### src/rtl/id_wb_arb.sv
// Write-port arbiter for the decode-stage register file: the pipeline writeback has
// priority, and multi-cycle results queue in a 2-entry FIFO behind a starvation limit.
module id_wb_arb #(
    parameter int DATA_W     = 32,
    parameter int ADDR_W     = 5,
    parameter int STARVE_MAX = 4
) (
    input  logic              i_clk,
    input  logic              i_reset,
    input  logic              i_p_valid,
    input  logic [ADDR_W-1:0] i_p_reg,
    input  logic [DATA_W-1:0] i_p_data,
    output logic              o_p_ready,
    input  logic              i_s_valid,
    input  logic [ADDR_W-1:0] i_s_reg,
    input  logic [DATA_W-1:0] i_s_data,
    output logic              o_s_ready,
    output logic              o_wrSig,
    output logic [ADDR_W-1:0] o_wrReg,
    output logic [DATA_W-1:0] o_wrData,
    output logic [1:0]        o_s_count
);

    localparam logic [3:0] STARVE_LIM = 4'(STARVE_MAX);

    // FIFO storage; contents are only meaningful below the occupancy count
    logic [ADDR_W-1:0] fifo_reg  [2];
    logic [DATA_W-1:0] fifo_data [2];
    logic              wr_ptr;
    logic              rd_ptr;
    logic [1:0]        s_count;
    logic [3:0]        starve_cnt;

    logic              fifo_empty;
    logic              force_s;
    logic              p_fire;
    logic              s_fire;
    logic              grant_p;
    logic              grant_f;
    logic              enq;

    logic [1:0]        s_count_next;
    logic [3:0]        starve_next;
    logic              wr_sig_next;
    logic [ADDR_W-1:0] wr_reg_next;
    logic [DATA_W-1:0] wr_data_next;

    assign fifo_empty = (s_count == 2'd0);
    assign force_s    = (starve_cnt == STARVE_LIM) && !fifo_empty;

    assign o_p_ready  = !force_s && !i_reset;
    assign o_s_ready  = (s_count != 2'd2) && !i_reset;
    assign o_s_count  = s_count;

    assign p_fire     = i_p_valid && o_p_ready;
    assign s_fire     = i_s_valid && o_s_ready;

    // Writes to x0 complete their handshake but never reach the port or the FIFO
    assign grant_p    = p_fire && (i_p_reg != '0);
    assign grant_f    = !grant_p && !fifo_empty;
    assign enq        = s_fire && (i_s_reg != '0);

    always_comb begin
        s_count_next = s_count;
        unique case ({enq, grant_f})
            2'b10:   s_count_next = s_count + 2'd1;
            2'b01:   s_count_next = s_count - 2'd1;
            default: s_count_next = s_count;
        endcase
    end

    always_comb begin
        starve_next = starve_cnt;
        if (grant_f || fifo_empty) begin
            starve_next = 4'd0;
        end else if (grant_p && (starve_cnt != STARVE_LIM)) begin
            starve_next = starve_cnt + 4'd1;
        end
    end

    // With no grant the address/data hold, so only the enable toggles
    always_comb begin
        wr_sig_next  = 1'b0;
        wr_reg_next  = o_wrReg;
        wr_data_next = o_wrData;
        if (grant_p) begin
            wr_sig_next  = 1'b1;
            wr_reg_next  = i_p_reg;
            wr_data_next = i_p_data;
        end else if (grant_f) begin
            wr_sig_next  = 1'b1;
            wr_reg_next  = fifo_reg[rd_ptr];
            wr_data_next = fifo_data[rd_ptr];
        end
    end

    always_ff @(posedge i_clk) begin
        if (enq) begin
            fifo_reg[wr_ptr]  <= i_s_reg;
            fifo_data[wr_ptr] <= i_s_data;
        end
    end

    always_ff @(posedge i_clk or posedge i_reset) begin
        if (i_reset) begin
            wr_ptr     <= 1'b0;
            rd_ptr     <= 1'b0;
            s_count    <= 2'd0;
            starve_cnt <= 4'd0;
            o_wrSig    <= 1'b0;
            o_wrReg    <= '0;
            o_wrData   <= '0;
        end else begin
            if (enq) begin
                wr_ptr <= !wr_ptr;
            end
            if (grant_f) begin
                rd_ptr <= !rd_ptr;
            end
            s_count    <= s_count_next;
            starve_cnt <= starve_next;
            o_wrSig    <= wr_sig_next;
            o_wrReg    <= wr_reg_next;
            o_wrData   <= wr_data_next;
        end
    end

endmodule

### config.mk
export PLATFORM = sky130hd
export DESIGN_NAME = id_wb_arb
export DESIGN_NICKNAME = d
export VERILOG_FILES = /design/src/rtl/id_wb_arb.sv
export SDC_FILE = /design/constraint.sdc
export NUM_CORES = 1
export LEC_CHECK = 0
export ABC_AREA = 1
export ABC_CLOCK_PERIOD_IN_PS = 8560
export BUFFER_PORTS_ARGS = -buffer_cell sky130_fd_sc_hd__buf_2
export CORE_MARGIN = 2
export CORE_UTILIZATION = 58
export CTS_CLUSTER_SIZE = 28
export DETAILED_ROUTE_END_ITERATION = 12
export PLACE_DENSITY = 0.92
export SLEW_MARGIN = 15
export SYNTH_ARGS = -nofsm -noshare
export SYNTH_HDL_FRONTEND = slang
export SYNTH_SLANG_ARGS = --single-unit
### constraint.sdc
create_clock -name i_clk -period 8.56 [get_ports i_clk]
set_input_delay 0.856 -clock i_clk [delete_from_list [all_inputs] [get_ports i_clk]]
set_output_delay 0.856 -clock i_clk [all_outputs]
set_load 0.1 [all_outputs]
# Word-level counts from Yosys, hierarchy flattened
# Memory sizes are Yosys's and may differ from the RTL's.
# Cells that the tools add are included.
# totals
reg_bits,46
mem_bits_rw,74
out_inout_bits,42
word_cells,50
n_memories,2
# op_classes
n_addsub,3
eq_ne,5
n_mux,11
reduce_logical,22
# memory_table
name,depth,width,rd,rd_clocked_by_memory_dff,write_ports,line_no,text
fifo_data,2,32,1,0,1,28,logic [DATA_W-1:0] fifo_data [2];
fifo_reg,2,5,1,0,1,27,logic [ADDR_W-1:0] fifo_reg [2];
# op_table
cell,n
$mux W32,2
$mux W5,2
$reduce_bool A5 Y1,2
$logic_and A1 B1 Y1,9
$mux W4,2
$logic_not A1 Y1,6
$reduce_bool A2 Y1,3
$add A4 B1 Y4 const B,1
$eq A4 B3 Y1 const B,1
$mux W1,4
$ne A4 B3 Y1 const B,1
$pmux W2 S2,1
$add A2 B1 Y2 const B,1
$eq A2 B1 Y1 const B,1
$eq A2 B2 Y1 const B,1
$logic_not A2 Y1,1
$ne A2 B2 Y1 const B,1
$sub A2 B1 Y2 const B,1
$logic_or A1 B1 Y1,1

# Depth between registers and ports, before layout
# depth
ltp_word,11
ltp_mapped,13
ltp_nobuf,12

# Worst setup path before layout
# OpenSTA, ideal clock, no wires.
# synth_path
kind,reg2reg
start,reg s_count[0] (netlist: o_s_count[0])
end,"mem fifo_data[0][0], enable pin"
setup_ps,431
arrival_time_ps,4675
required_time_ps,8129
path_slack_ps,3453
path_stages_with_launch,5
synth_period_minus_slack_ps,5107
path_cell_list,dfrtp_1 -> inv_2 -> a21oi_1 -> nand3_1 -> nor2_1
# synth_via
elab_chain_cells,6
# synth_rtl
element,line_no,text
start: declaration,31,logic [1:0] s_count;
start signal: assignment,120,s_count <= s_count_next;
$ne A2 B2 Y1,52,assign o_s_ready = (s_count != 2'd2) && !i_reset;
$logic_and A1 B1 Y1,52,
via o_s_ready,17,"output logic o_s_ready,"
$logic_and A1 B1 Y1,56,assign s_fire = i_s_valid && o_s_ready;
$logic_and A1 B1 Y1,61,assign enq = s_fire && (i_s_reg != '0);
$mux W1,98,if (enq) begin
$mux W1 (implied by the code),100,fifo_data[wr_ptr] <= i_s_data;
end: declaration,28,
# The timed path passes the listed nets, and every way through them passes these cells.

# Final worst setup path
# layout_path
start,reg s_count[0] (netlist: o_s_count[0])
end,out o_p_ready
# layout_via
elab_chain_cells,5
# layout_rtl
element,line_no,text
$logic_not A2 Y1,48,assign fifo_empty = (s_count == 2'd0);
$logic_not A1 Y1,49,assign force_s = (starve_cnt == STARVE_LIM) && !fifo_empty;
$logic_and A1 B1 Y1,49,
$logic_not A1 Y1,51,assign o_p_ready = !force_s && !i_reset;
$logic_and A1 B1 Y1,51,
end: declaration,13,"output logic o_p_ready,"
# Every way passes these cells.

==> summary.txt <==
Power
  • Cell-internal power: 1400 uW
  • Maximum VDD drop: 0.251 mV
  • Flop pwr share: 30.5%
  • Pwr dens: 446 nW/um^2
  • Combinational power share: 45.8%
  • Overall Power: 2770 uW
  • Leak: 0.00281 uW
  • Switching Power: 1380 uW
  • Switching share of power: 49.7%
  • Clock power frac: 23.6%

Layout
  • ANT cells: 0
  • Fillers: 595
  • Commonest non-fill, non-tap cell in the layout: nand2_1
  • Final instance area: 6220 um^2
  • Multi-input gate area: 1520 um^2
  • P&R area growth vs syn: 21.9%
  • Register Area: 3370 um^2
  • Max FFs per register: 64
  • Most frequent cells in the layout: nand2_1, buf_2, nand3_1, edfxtp_1, dfrtp_1
  • Layout Nets: 651
  • Share of cells above drive strength 1: 32.4%

GRT
  • GR Util All Layers: 24.2%
  • Initial antenna violation count: 0
  • Vias in the first global route: 3805
  • First-pass GRT wire length: 18.0 mm
  • Largest net degree at the start of global routing: 78
  • Total grt overflow: 0

CTS
  • CTS tree: yes
  • Later-pin clock latency in the skew report: 500 ps
  • Hold buffers post-CTS: 0
  • Longest Clk Path Bufs: 2
  • # clock sinks: 120
  • Root Buffer: clkbuf_8
  • # Post-CTS Setup Buffers: 0
  • Clock transition at path regs: 50 ps
  • CTS Buf Count: 17
  • H-tree depth: 4
  • Resized Gates After CTS: 0

Route
  • Residual DRC count: 0
  • Detailed-route vias per instance: 5.41
  • Initial drt markers: 264
  • Post-Route WL: 11.0 mm
  • Antenna-violating nets left: 0
  • Mean routed wirelength per cell: 16.0 um
  • DRT Pass-1 Iters: 5
  • Total number of vias: 3738

Worst setup path
  • Worst setup SP type: register
  • Crit. End Element: primary output
  • Crit-path cells: inv_2 -> nand2_4 -> a21oi_4 -> buf_2
  • CP required: 7700 ps
  • Setup slack, reg-to-reg: 5690 ps
  • Reg2Reg Depth: 10
  • Worst path slowest cell: buf_2
  • CP arrival: 2130 ps
  • Reg2reg start: o_s_count[0]$_DFFE_PP0P_
  • Critical R2R Capture: o_s_count[1]$_DFFE_PP0P_
  • CP Class: reg -> out
  • CP max stage delay: 450 ps
  • Crit-path max FO: 43

Placement
  • DP Area: 5680 um^2
  • IO Port Bufs: 119
  • Routability Congestion: 0.763
  • Post-detail-place hpwl: 6.66 mm

STA
  • Hold Slack: 507 ps
  • Setup violators final: 0
  • RSZ-0062 raised after global routing: no
  • Period utilization: 34.9%
  • Setup TNS: 0 ps
  • Minimum clock period: 2990 ps
  • Worst slew margin: 26.6%
  • Worst Clk Skew: 6.82 ps
  • Fin. max-slew vios: 0
  • Max Fclk: 0.335 GHz
  • Final hold violation count: 0
  • Worst Tran Pin Value: 1100 ps

Logic synthesis
  • Synth Area in Compound Gates: 0.612%
  • Mapped Area: 5110 um^2
  • Cell taking the most area after synthesis: edfxtp_1
  • Synth Warn #: 0
  • Post-Synth XOR/XNOR Area: 0.857%
  • Largest cells by area after synthesis: edfxtp_1, dfrtp_1, nand2_1
  • Largest family of logic cells by synthesized area: simple AND/OR/NAND/NOR gates
  • Mapped Cells: 459
  • Post-synthesis adder-cell area fraction: 0.735%
  • Register area share after synthesis: 66.0%
  • Synthesis-stage register bit count: 120
  • Syn Nets: 540
  • Post-Synth Simple-Gate Area: 27.1%
  • Yosys top cell area share: 43.5%
  • Post-Syn Area per Cell: 11.1 um^2
  • Unique masters post-synth: 23
  • Post-synthesis mux area share: 0%

Min path
  • Hold path start: o_wrData[17]$_DFFE_PP0P_
  • Min-Delay Endpoint: o_wrData[17]$_DFFE_PP0P_
  • Min-delay worst type: reg -> reg
  • Hold depth: 2

Die
  • Initial Utilization: 59.1%
  • Die height: 97.8 um
  • Die area: 9570 um^2
  • Die X: 97.8 um
  • Core ar.: 8640 um^2
  • Top Ports: 120
  • Row count: 34

Run
  • Max Cap Viol: 0

Run status
  • Status: completed
## how the worst max path moves through the flow
stage	slack [ps]	startpoint	cells after the start	to
after global placement	5550	i_reset	6	starve_cnt[1]$_DFFE_PP0P_
after CTS	5560	o_s_count[0]$_DFFE_PP0P_	4	o_p_ready
after global routing	5510	o_s_count[0]$_DFFE_PP0P_	4	o_p_ready
after detailed placement	5370	i_reset	6	starve_cnt[1]$_DFFE_PP0P_
after floorplan	3450	o_s_count[0]$_DFFE_PP0P_	4	fifo_data[0][0]$_DFFE_PP_
final	5570	o_s_count[0]$_DFFE_PP0P_	4	o_p_ready
## cells by family (layout without fill, tap and decap cells)
group	count (synthesis)	count (layout)
AO/OA/AOI/OAI	4	4
buffers and inverters	40	164
AND/OR/NAND/NOR	287	287
flip-flops	120	120
XOR/XNOR	5	5
adder cells (fa/ha/maj)	3	3
## power groups by stage
stage          registers [uW]  logic (uW)  clock network [uW]
2_1_floorplan            1520         388                   0
3_3_place_gp              848        1240                   0
3_5_place_dp              855        1270                   0
4_1_cts                   847        1280                 658
5_1_grt                   861        1340                 689
6_report                  847        1270                 656
## per-layer routing
| metal | vias to the layer above | wire, um | global-route usage [%] |
|---|---|---|---|
| li1 | 1786 | - | - |
| met1 | 1758 | 4170 | 27.5 |
| met2 | 162 | 5830 | 43.2 |
| met3 | 32 | 786 | 6.44 |
| met4 | 0 | 264 | 10.1 |
| met5 | - | 0 | 0 |
## through the flow
step | worst slack (ps) | instances | util, %
after detailed placement | 5370 | 659 | 65.7
after floorplan | 3450 | 459 | -
final | 5570 | 691 | 72.1
after global routing | 5510 | 691 | 72.1
after global placement | 5550 | 659 | 65.7
after CTS | 5560 | 691 | 72.1
## cells in the mapped netlist
library cell  number
buf_2             15
o21ai_0            1
inv_2              4
inv_1              8
nor3_1             1
xnor2_1            2
buf_6              4
xor2_1             3
a21oi_1            2
nand3_2           29
buf_8              3
clkbuf_1           4
nor2_2             1
buf_4              1
a21oi_4            1
nand2_4            2
nor2_1            10
nand2_1          158
dfrtp_1           46
edfxtp_1          74
nand3_1           86
buf_1              1
ha_1               3
## layout make-up
class                   instances  share of cell area (%)
clock buffers                  22                    7.12
clock inverters                10                    1.69
inverters                      12                   0.724
multi-input cells             299                    24.4
flip-flops and latches        120                    54.2
well taps                     108                    2.17
repair buffers                120                    9.69
## worst max-delay path, delay by kind of cell (launching register included)
family	cells	cell delay, ps
compound gates	1	300
flops	1	440
buf+inv	2	560
simple gates	1	320
(Power assumes the default switching activity.)
